--- config.mk ---
export PLATFORM = sky130hd
export DESIGN_NAME = store_narrow_queue
export DESIGN_NICKNAME = d
export VERILOG_FILES = /design/src/rtl/stnq_pkg.sv /design/src/rtl/store_lane_fmt.sv /design/src/rtl/store_narrow_queue.sv
export SDC_FILE = /design/constraint.sdc
export NUM_CORES = 1
export LEC_CHECK = 0
export ABC_AREA = 1
export CAP_MARGIN = 20
export CELL_PAD_IN_SITES_DETAIL_PLACEMENT = 1
export CELL_PAD_IN_SITES_GLOBAL_PLACEMENT = 2
export CORE_UTILIZATION = 38
export CTS_CLUSTER_DIAMETER = 50
export DETAILED_ROUTE_END_ITERATION = 10
export PLACE_DENSITY_LB_ADDON = 0.05
export SLEW_MARGIN = 20
export SYNTH_ARGS = -nofsm -noshare
export SYNTH_HDL_FRONTEND = slang
export SYNTH_HIERARCHICAL = 1
export SYNTH_SLANG_ARGS = --single-unit
--- constraint.sdc ---
create_clock -name clk -period 17.5 [get_ports clk]
set_input_delay 1.75 -clock clk [delete_from_list [all_inputs] [get_ports clk]]
set_output_delay 1.75 -clock clk [all_outputs]
set_load 0.01 [all_outputs]
--- src/rtl/stnq_pkg.sv ---
// Shared types and constants for the store narrowing queue.
package stnq_pkg;

  localparam int XLEN    = 64;
  localparam int DADDR_W = 9;

  typedef enum logic [1:0] {
    SZ_B = 2'b00,
    SZ_H = 2'b01,
    SZ_W = 2'b10,
    SZ_X = 2'b11
  } size_e;

  typedef struct packed {
    logic [XLEN-1:0] addr;
    logic [XLEN-1:0] data;
    logic [7:0]      be;
    logic            fit;
    logic            misalign;
  } entry_t;

endpackage

--- src/rtl/store_lane_fmt.sv ---
// Combinational store formatter: effective address, lane-aligned data,
// byte enables, fit and misalignment flags for one STUR request.
module store_lane_fmt
  import stnq_pkg::*;
(
  input  logic [XLEN-1:0]    base,
  input  logic [DADDR_W-1:0] daddr9,
  input  logic [XLEN-1:0]    data,
  input  logic [1:0]         size,
  output entry_t             entry
);

  logic [XLEN-1:0] addr;
  logic [XLEN-1:0] masked;
  logic [2:0]      sh;
  logic [2:0]      align_mask;
  logic [7:0]      be_base;
  logic            fit;

  always_comb begin
    addr       = base + {{(XLEN-DADDR_W){daddr9[DADDR_W-1]}}, daddr9};
    sh         = addr[2:0];
    masked     = '0;
    be_base    = '0;
    fit        = 1'b1;
    align_mask = '0;
    // fit: every bit above the narrowed sign bit must equal that sign bit
    case (size_e'(size))
      SZ_B: begin
        masked     = {56'b0, data[7:0]};
        be_base    = 8'h01;
        fit        = (&data[63:7]) | ~(|data[63:7]);
        align_mask = 3'b000;
      end
      SZ_H: begin
        masked     = {48'b0, data[15:0]};
        be_base    = 8'h03;
        fit        = (&data[63:15]) | ~(|data[63:15]);
        align_mask = 3'b001;
      end
      SZ_W: begin
        masked     = {32'b0, data[31:0]};
        be_base    = 8'h0F;
        fit        = (&data[63:31]) | ~(|data[63:31]);
        align_mask = 3'b011;
      end
      default: begin
        masked     = data;
        be_base    = 8'hFF;
        fit        = 1'b1;
        align_mask = 3'b111;
      end
    endcase
    entry.addr     = addr;
    entry.data     = masked << {sh, 3'b000};
    entry.be       = be_base << sh;
    entry.fit      = fit;
    entry.misalign = |(sh & align_mask);
  end

endmodule

--- src/rtl/store_narrow_queue.sv ---
// Store request FIFO with enqueue-side lane formatting.
// Optional macro STNQ_FULL_ACCEPT_EN: accept a write while full when the head drains.
module store_narrow_queue
  import stnq_pkg::*;
#(
  parameter int DEPTH = 4,
  parameter int CW    = $clog2(DEPTH) + 1
) (
  input  logic                clk,
  input  logic                reset,
  input  logic                in_valid,
  output logic                in_ready,
  input  logic [XLEN-1:0]     in_base,
  input  logic [DADDR_W-1:0]  in_daddr9,
  input  logic [XLEN-1:0]     in_data,
  input  logic [1:0]          in_size,
  output logic                out_valid,
  input  logic                out_ready,
  output logic [XLEN-1:0]     out_addr,
  output logic [XLEN-1:0]     out_data,
  output logic [7:0]          out_be,
  output logic                out_fit,
  output logic                out_misalign,
  output logic [CW-1:0]       count,
  output logic                full,
  output logic                empty
);

  localparam int AW = $clog2(DEPTH);

  entry_t          mem [DEPTH];
  entry_t          fmt_entry;
  entry_t          head;
  logic [AW-1:0]   wr_ptr;
  logic [AW-1:0]   rd_ptr;
  logic            enq;
  logic            deq;

  store_lane_fmt u_fmt (
    .base   (in_base),
    .daddr9 (in_daddr9),
    .data   (in_data),
    .size   (in_size),
    .entry  (fmt_entry)
  );

  assign full  = (count == CW'(DEPTH));
  assign empty = (count == '0);

`ifdef STNQ_FULL_ACCEPT_EN
  // full implies a valid head, so out_ready alone frees the slot this edge
  assign in_ready = !full || out_ready;
`else
  assign in_ready = !full;
`endif

  assign out_valid = !empty;
  assign enq       = in_valid && in_ready;
  assign deq       = out_valid && out_ready;

  always_comb begin
    head = '0;
    if (!empty) head = mem[rd_ptr];
  end

  assign out_addr     = head.addr;
  assign out_data     = head.data;
  assign out_be       = head.be;
  assign out_fit      = head.fit;
  assign out_misalign = head.misalign;

  // Storage needs no reset: the head is masked whenever the queue is empty.
  always_ff @(posedge clk) begin
    if (enq) mem[wr_ptr] <= fmt_entry;
  end

  always_ff @(posedge clk or negedge reset) begin
    if (!reset) begin
      wr_ptr <= '0;
      rd_ptr <= '0;
      count  <= '0;
    end else begin
      if (enq) wr_ptr <= wr_ptr + 1'b1;
      if (deq) rd_ptr <= rd_ptr + 1'b1;
      case ({enq, deq})
        2'b10:   count <= count + 1'b1;
        2'b01:   count <= count - 1'b1;
        default: count <= count;
      endcase
    end
  end

endmodule

# Word-level counts from Yosys, hierarchy flattened
# Memories as Yosys holds them, arrays and structs flattened.
# Cells that the tools add are included.
# word_totals
regBits	7
input_bits	143
memories	1
ramBits	552
output_inout_bits	145
# op_classes
n_reduce_logical	14
n_bitwise	7
n_mux	8
n_shift	2
eq_ne	5
add_sub_neg	5
# mem_list
memory	depth	word_bits	rd	rd_clocked_by_memory_dff	wr	line	text
mem	4	138	1	0	1	store_narrow_queue.sv:31	entry_t mem [DEPTH];
# op_table
cell	n
$pmux 64 s3	1
$mux 138	1
$add 64x64->64	1
$shl 64x6->64	1
$reduce_and 57->1	1
$reduce_or 57->1	1
$reduce_and 49->1	1
$reduce_or 49->1	1
$reduce_and 33->1	1
$reduce_or 33->1	1
$pmux 8 s3	1
$pmux 3 s3	1
$shl 8x3->8	1
$pmux 3 s2	1
$add 2x1->2 const B	2
$eq 2x1->1 const B	2
$eq 2x2->1 const B	2
$add 3x1->3 const B	1
$and 3x3->3	1
$eq 3x3->1 const B	1
$logic_not 3->1	1
$not 1->1	3
$or 1x1->1	3
$pmux 1 s3	1
7 further kinds	10

# Logic depth before layout (Yosys ltp)
# logic_depth
depth_word	5
depth_mapped	14

# Hierarchy
# The synthesis kept the hierarchy.
# modules_own_cells
module	instances	cells_each	area_each_um2
store_narrow_queue	1	2236	23916.7
store_lane_fmt	1	1763	8061.5

# Worst setup path after synthesis
# No wires, ideal clock.
# synth_path
path_type	input-to-reg
from	input in_valid
to	memory mem[0][0] (netlist bit), enable pin
arrival_ns	7.640
setup_ns	0.638
path_buffers	0
slack_ns	9.223
cell_stages	2
path_cell_list	nand2_1 nor2_1
# synth_via
elab_chain_cells	3
# synth_rtl
element	line	text
start, declared	store_narrow_queue.sv:11	input logic in_valid,
$logic_and 1x1->1	store_narrow_queue.sv:58	assign enq = in_valid && in_ready;
$mux 1	store_narrow_queue.sv:74	if (enq) mem[wr_ptr] <= fmt_entry;
$mux 1 (implied by the code)	store_narrow_queue.sv:74	
end, declared	store_narrow_queue.sv:31	
# Every way passes these cells.

# Final worst setup path
# layout_path
from	register rd_ptr[1]
to	output out_addr[41]
# layout_via
elab_chain_cells	2
# layout_rtl
element	line	text
start, declared	store_narrow_queue.sv:35	logic [AW-1:0] rd_ptr;
start signal, assigned	store_narrow_queue.sv:84	if (deq) rd_ptr <= rd_ptr + 1'b1;
$mem_v2 4x138	-	
$mux 138	store_narrow_queue.sv:63	if (!empty) head = mem[rd_ptr];
end, declared	store_narrow_queue.sv:19	output logic [XLEN-1:0] out_addr,
# Every way passes these cells.

==> flow_summary.yaml <==
status:
  status: "finished clean"
critical_path:
  critPathTopFamily: "buffers and inverters"
  path_cells: "buf_4, buf_4, nand3_1, a21oi_1, clkdlybuf4s50_1"
  end_kind: "output port"
  crit_arrival_ps: 4310
  worstSetupPathType: "flip-flop to output port"
  cp_slowest_stage_delay_ps: 920
  start_kind: "flip-flop"
  worstPathMaxFanout: 61
  worst_path_max_delay_cell: "dfrtp_4"
  critPathRequiredTime_ps: 15750
  critPathBufInv: 3
  cp_common_cell: "buf_4"
die:
  io_pins: 288
  initial_utilization_pct: 38.3
  core_um2: 83400
  die_y_um: 292
  rows: 106
  die_x_um: 292
  die_area_um2: 85300
timing:
  period_needed_ps: 6060
  whs_ps: 524
  tightest_slew_ps: 1090
  rsz0062_at_grt: "no"
  setup_viol: 0
  hold_viol: 0
  final_max_slew_viol_count: 0
  fin_ws_ps: 11440
  setup_tns_ps: 0
  min_period_over_period_pct: 34.6
  worst_clock_skew_ps: 12.1
  maxSlewHeadroom_pct: 27.4
  max_freq_mhz: 165
yosys:
  ys_ff_latch: 559
  syn-num-nets: 4212
  async_reset_ff_share_pct: 1.25
  synth-edff-count: 552
  ys.flop_type: "edfxtp_1"
  ys_types: 42
  synth_area_per_cell_um2: 8.00
  netlist_instances: 3999
  netlist_area_um2: 32000
  yosysSeqAreaShare_pct: 52.4
  ys_warn_count: 6
drt:
  drtAntennaViolNets: 0
  dr.first_iter.drc_count: 1299
  wirelength_mm: 105
  routed-via-count: 26180
  via_per_inst: 4.89
  drt-pass1-iter-count: 5
  drc: 0
  wl_per_cell_um: 19.7
clock_network:
  clockBufferDepth: 3
  cts.sinks: 559
  cts_tree: "yes"
  clkLatencyLatePin_ps: 610
  hold_buffers: 0
  h-tree-depth: 2
  clk_pin_slew_ps: 60
  post_cts_resized: 0
  root_buffer: "clkbuf_16"
  numCtsBuffers: 57
  post_cts_buffers: 0
power_and_ir_drop:
  switchingPower_mw: 2.24
  combPwrFrac_pct: 44.8
  seqPwrFrac_pct: 34.3
  internal_power_mw: 3.43
  swShare_pct: 39.4
  p_per_area_nw_per_um2: 151
  worst_ir_drop_vdd_mv: 0.126
  leakage_nw: 17.5
  clock_power_share_pct: 20.9
cells_and_area:
  antennaDiodeCount: 0
  final_cells: 5350
  area_growth_pct: 17.1
  drive_gt1_share_pct: 3.58
  fill_cells: 10049
  layout.nets: 4438
  utilization_pct: 44.9
global_route:
  grt_pass1_vias: 26809
  grt_first_pass_wirelength_mm: 160
  grt_max_degree: 156
  grt-ovfl-total: 0
  grtUsageTotal_pct: 24.7
  antenna_found_initial: 0
job:
  drv_cap: 0
placement:
  numPlacedInstances: 5246
  hpwlAfterDp_mm: 74.4
  pre_cts_slack_ps: 11250
  portBuffers: 287
  place_congestion: 0.877
min_path:
  hold_path_class: "flip-flop to flip-flop"
-- metrics by stage --
step / power, mW / instance area [µm²]
after floorplan: 3.39 / 32000
after global placement: 4.54 / 35600
after detailed placement: 4.56 / 35600
after CTS: 5.77 / 37400
after global routing: 6.01 / 37400
final: 5.67 / 37400
-- layer usage --
layer  track usage (%)  routed length, µm  vias up
met5                 0                  0        -
met4              6.42               2620        0
met3              2.22               3140      128
met2              45.5              54000      466
met1              30.7              45600    12624
li1                  -                  -    12962
-- cells by family after synthesis --
kind of cell    after synthesis  synth area share [%]
simple gates               1928                  24.8
buf+inv                    1073                  13.5
flops                       559                  52.4
compound gates              332                  5.47
fa+ha+maj                    70                  2.79
xor+xnor                     34                 0.931
mux                           3                0.0939
-- area by class of cell --
class / count / area (µm²) / area share, %
tap: 1080 / 1350 / 3.61
clock inverter: 39 / 333 / 0.889
sequential: 559 / 16800 / 44.8
multi-input combinational: 2367 / 10900 / 29.2
clock buffer: 65 / 1480 / 3.95
inverter: 928 / 3500 / 9.35
timing repair buffer: 312 / 3080 / 8.23
-- power by group through the flow --
stage	sequential [mW]	clock, mW	combinational (mW)
2_1_floorplan	1.97	0	1.41
4_1_cts	1.95	1.21	2.60
3_5_place_dp	1.98	0	2.59
3_3_place_gp	1.97	0	2.57
5_1_grt	1.97	1.26	2.78
6_report	1.95	1.19	2.54
-- synth_stat cells (all sizes together), types with 14 or more instances --
library cell / count / area share, %
nand2: 1288 / 15
inv: 927 / 11
edfxtp: 552 / 52
nand3: 378 / 6.0
nor2: 195 / 2.3
a21oi: 191 / 3.0
buf: 115 / 2.3
o21ai: 96 / 1.5
ha: 68 / 2.7
clkbuf: 30 / 0.35
xor2: 30 / 0.82
nor3: 26 / 0.47
nand4: 23 / 0.45
a31oi: 14 / 0.27
-- worst paths after layout --
kind                                            start               endpoint  slack (ps)  depth (start not counted)
min in group asynchronous                       reset   count[0]$_DFFE_PN0P_        1410                          1
worst min register to register   count[0]$_DFFE_PN0P_   count[0]$_DFFE_PN0P_         520                          1
worst max-delay path            rd_ptr[1]$_DFFE_PN0P_           out_addr[41]       11440                          5
worst max register to register   count[1]$_DFFE_PN0P_   mem[0][82]$_DFFE_PP_       13820                          6
worst min-delay path             count[0]$_DFFE_PN0P_   count[0]$_DFFE_PN0P_         520                          1
max in group asynchronous                       reset  rd_ptr[0]$_DFFE_PN0P_       15810                          1
-- cells in the final DEF (no fill, tap or decap), types with 10 or more instances in the layout --
| cell type | n |
|---|---|
| nand2_1 | 1280 |
| inv_1 | 919 |
| edfxtp_1 | 552 |
| nand3_1 | 374 |
| clkdlybuf4s50_1 | 286 |
| a21oi_1 | 191 |
| nor2_1 | 184 |
| o21ai_0 | 81 |
| ha_1 | 67 |
| clkbuf_16 | 58 |
| xor2_1 | 30 |
| nand4_1 | 23 |
| buf_4 | 23 |
| nor3_1 | 22 |
| clkinv_1 | 19 |
| o21ai_1 | 15 |
| a31oi_1 | 14 |
| o22ai_1 | 10 |
-- registers in the layout (all words and copies together), names as in the netlist --
register,flops
wr_ptr,2
rd_ptr,2
mem,552
count,3
Note: power is estimated with default switching activity, not from simulation.
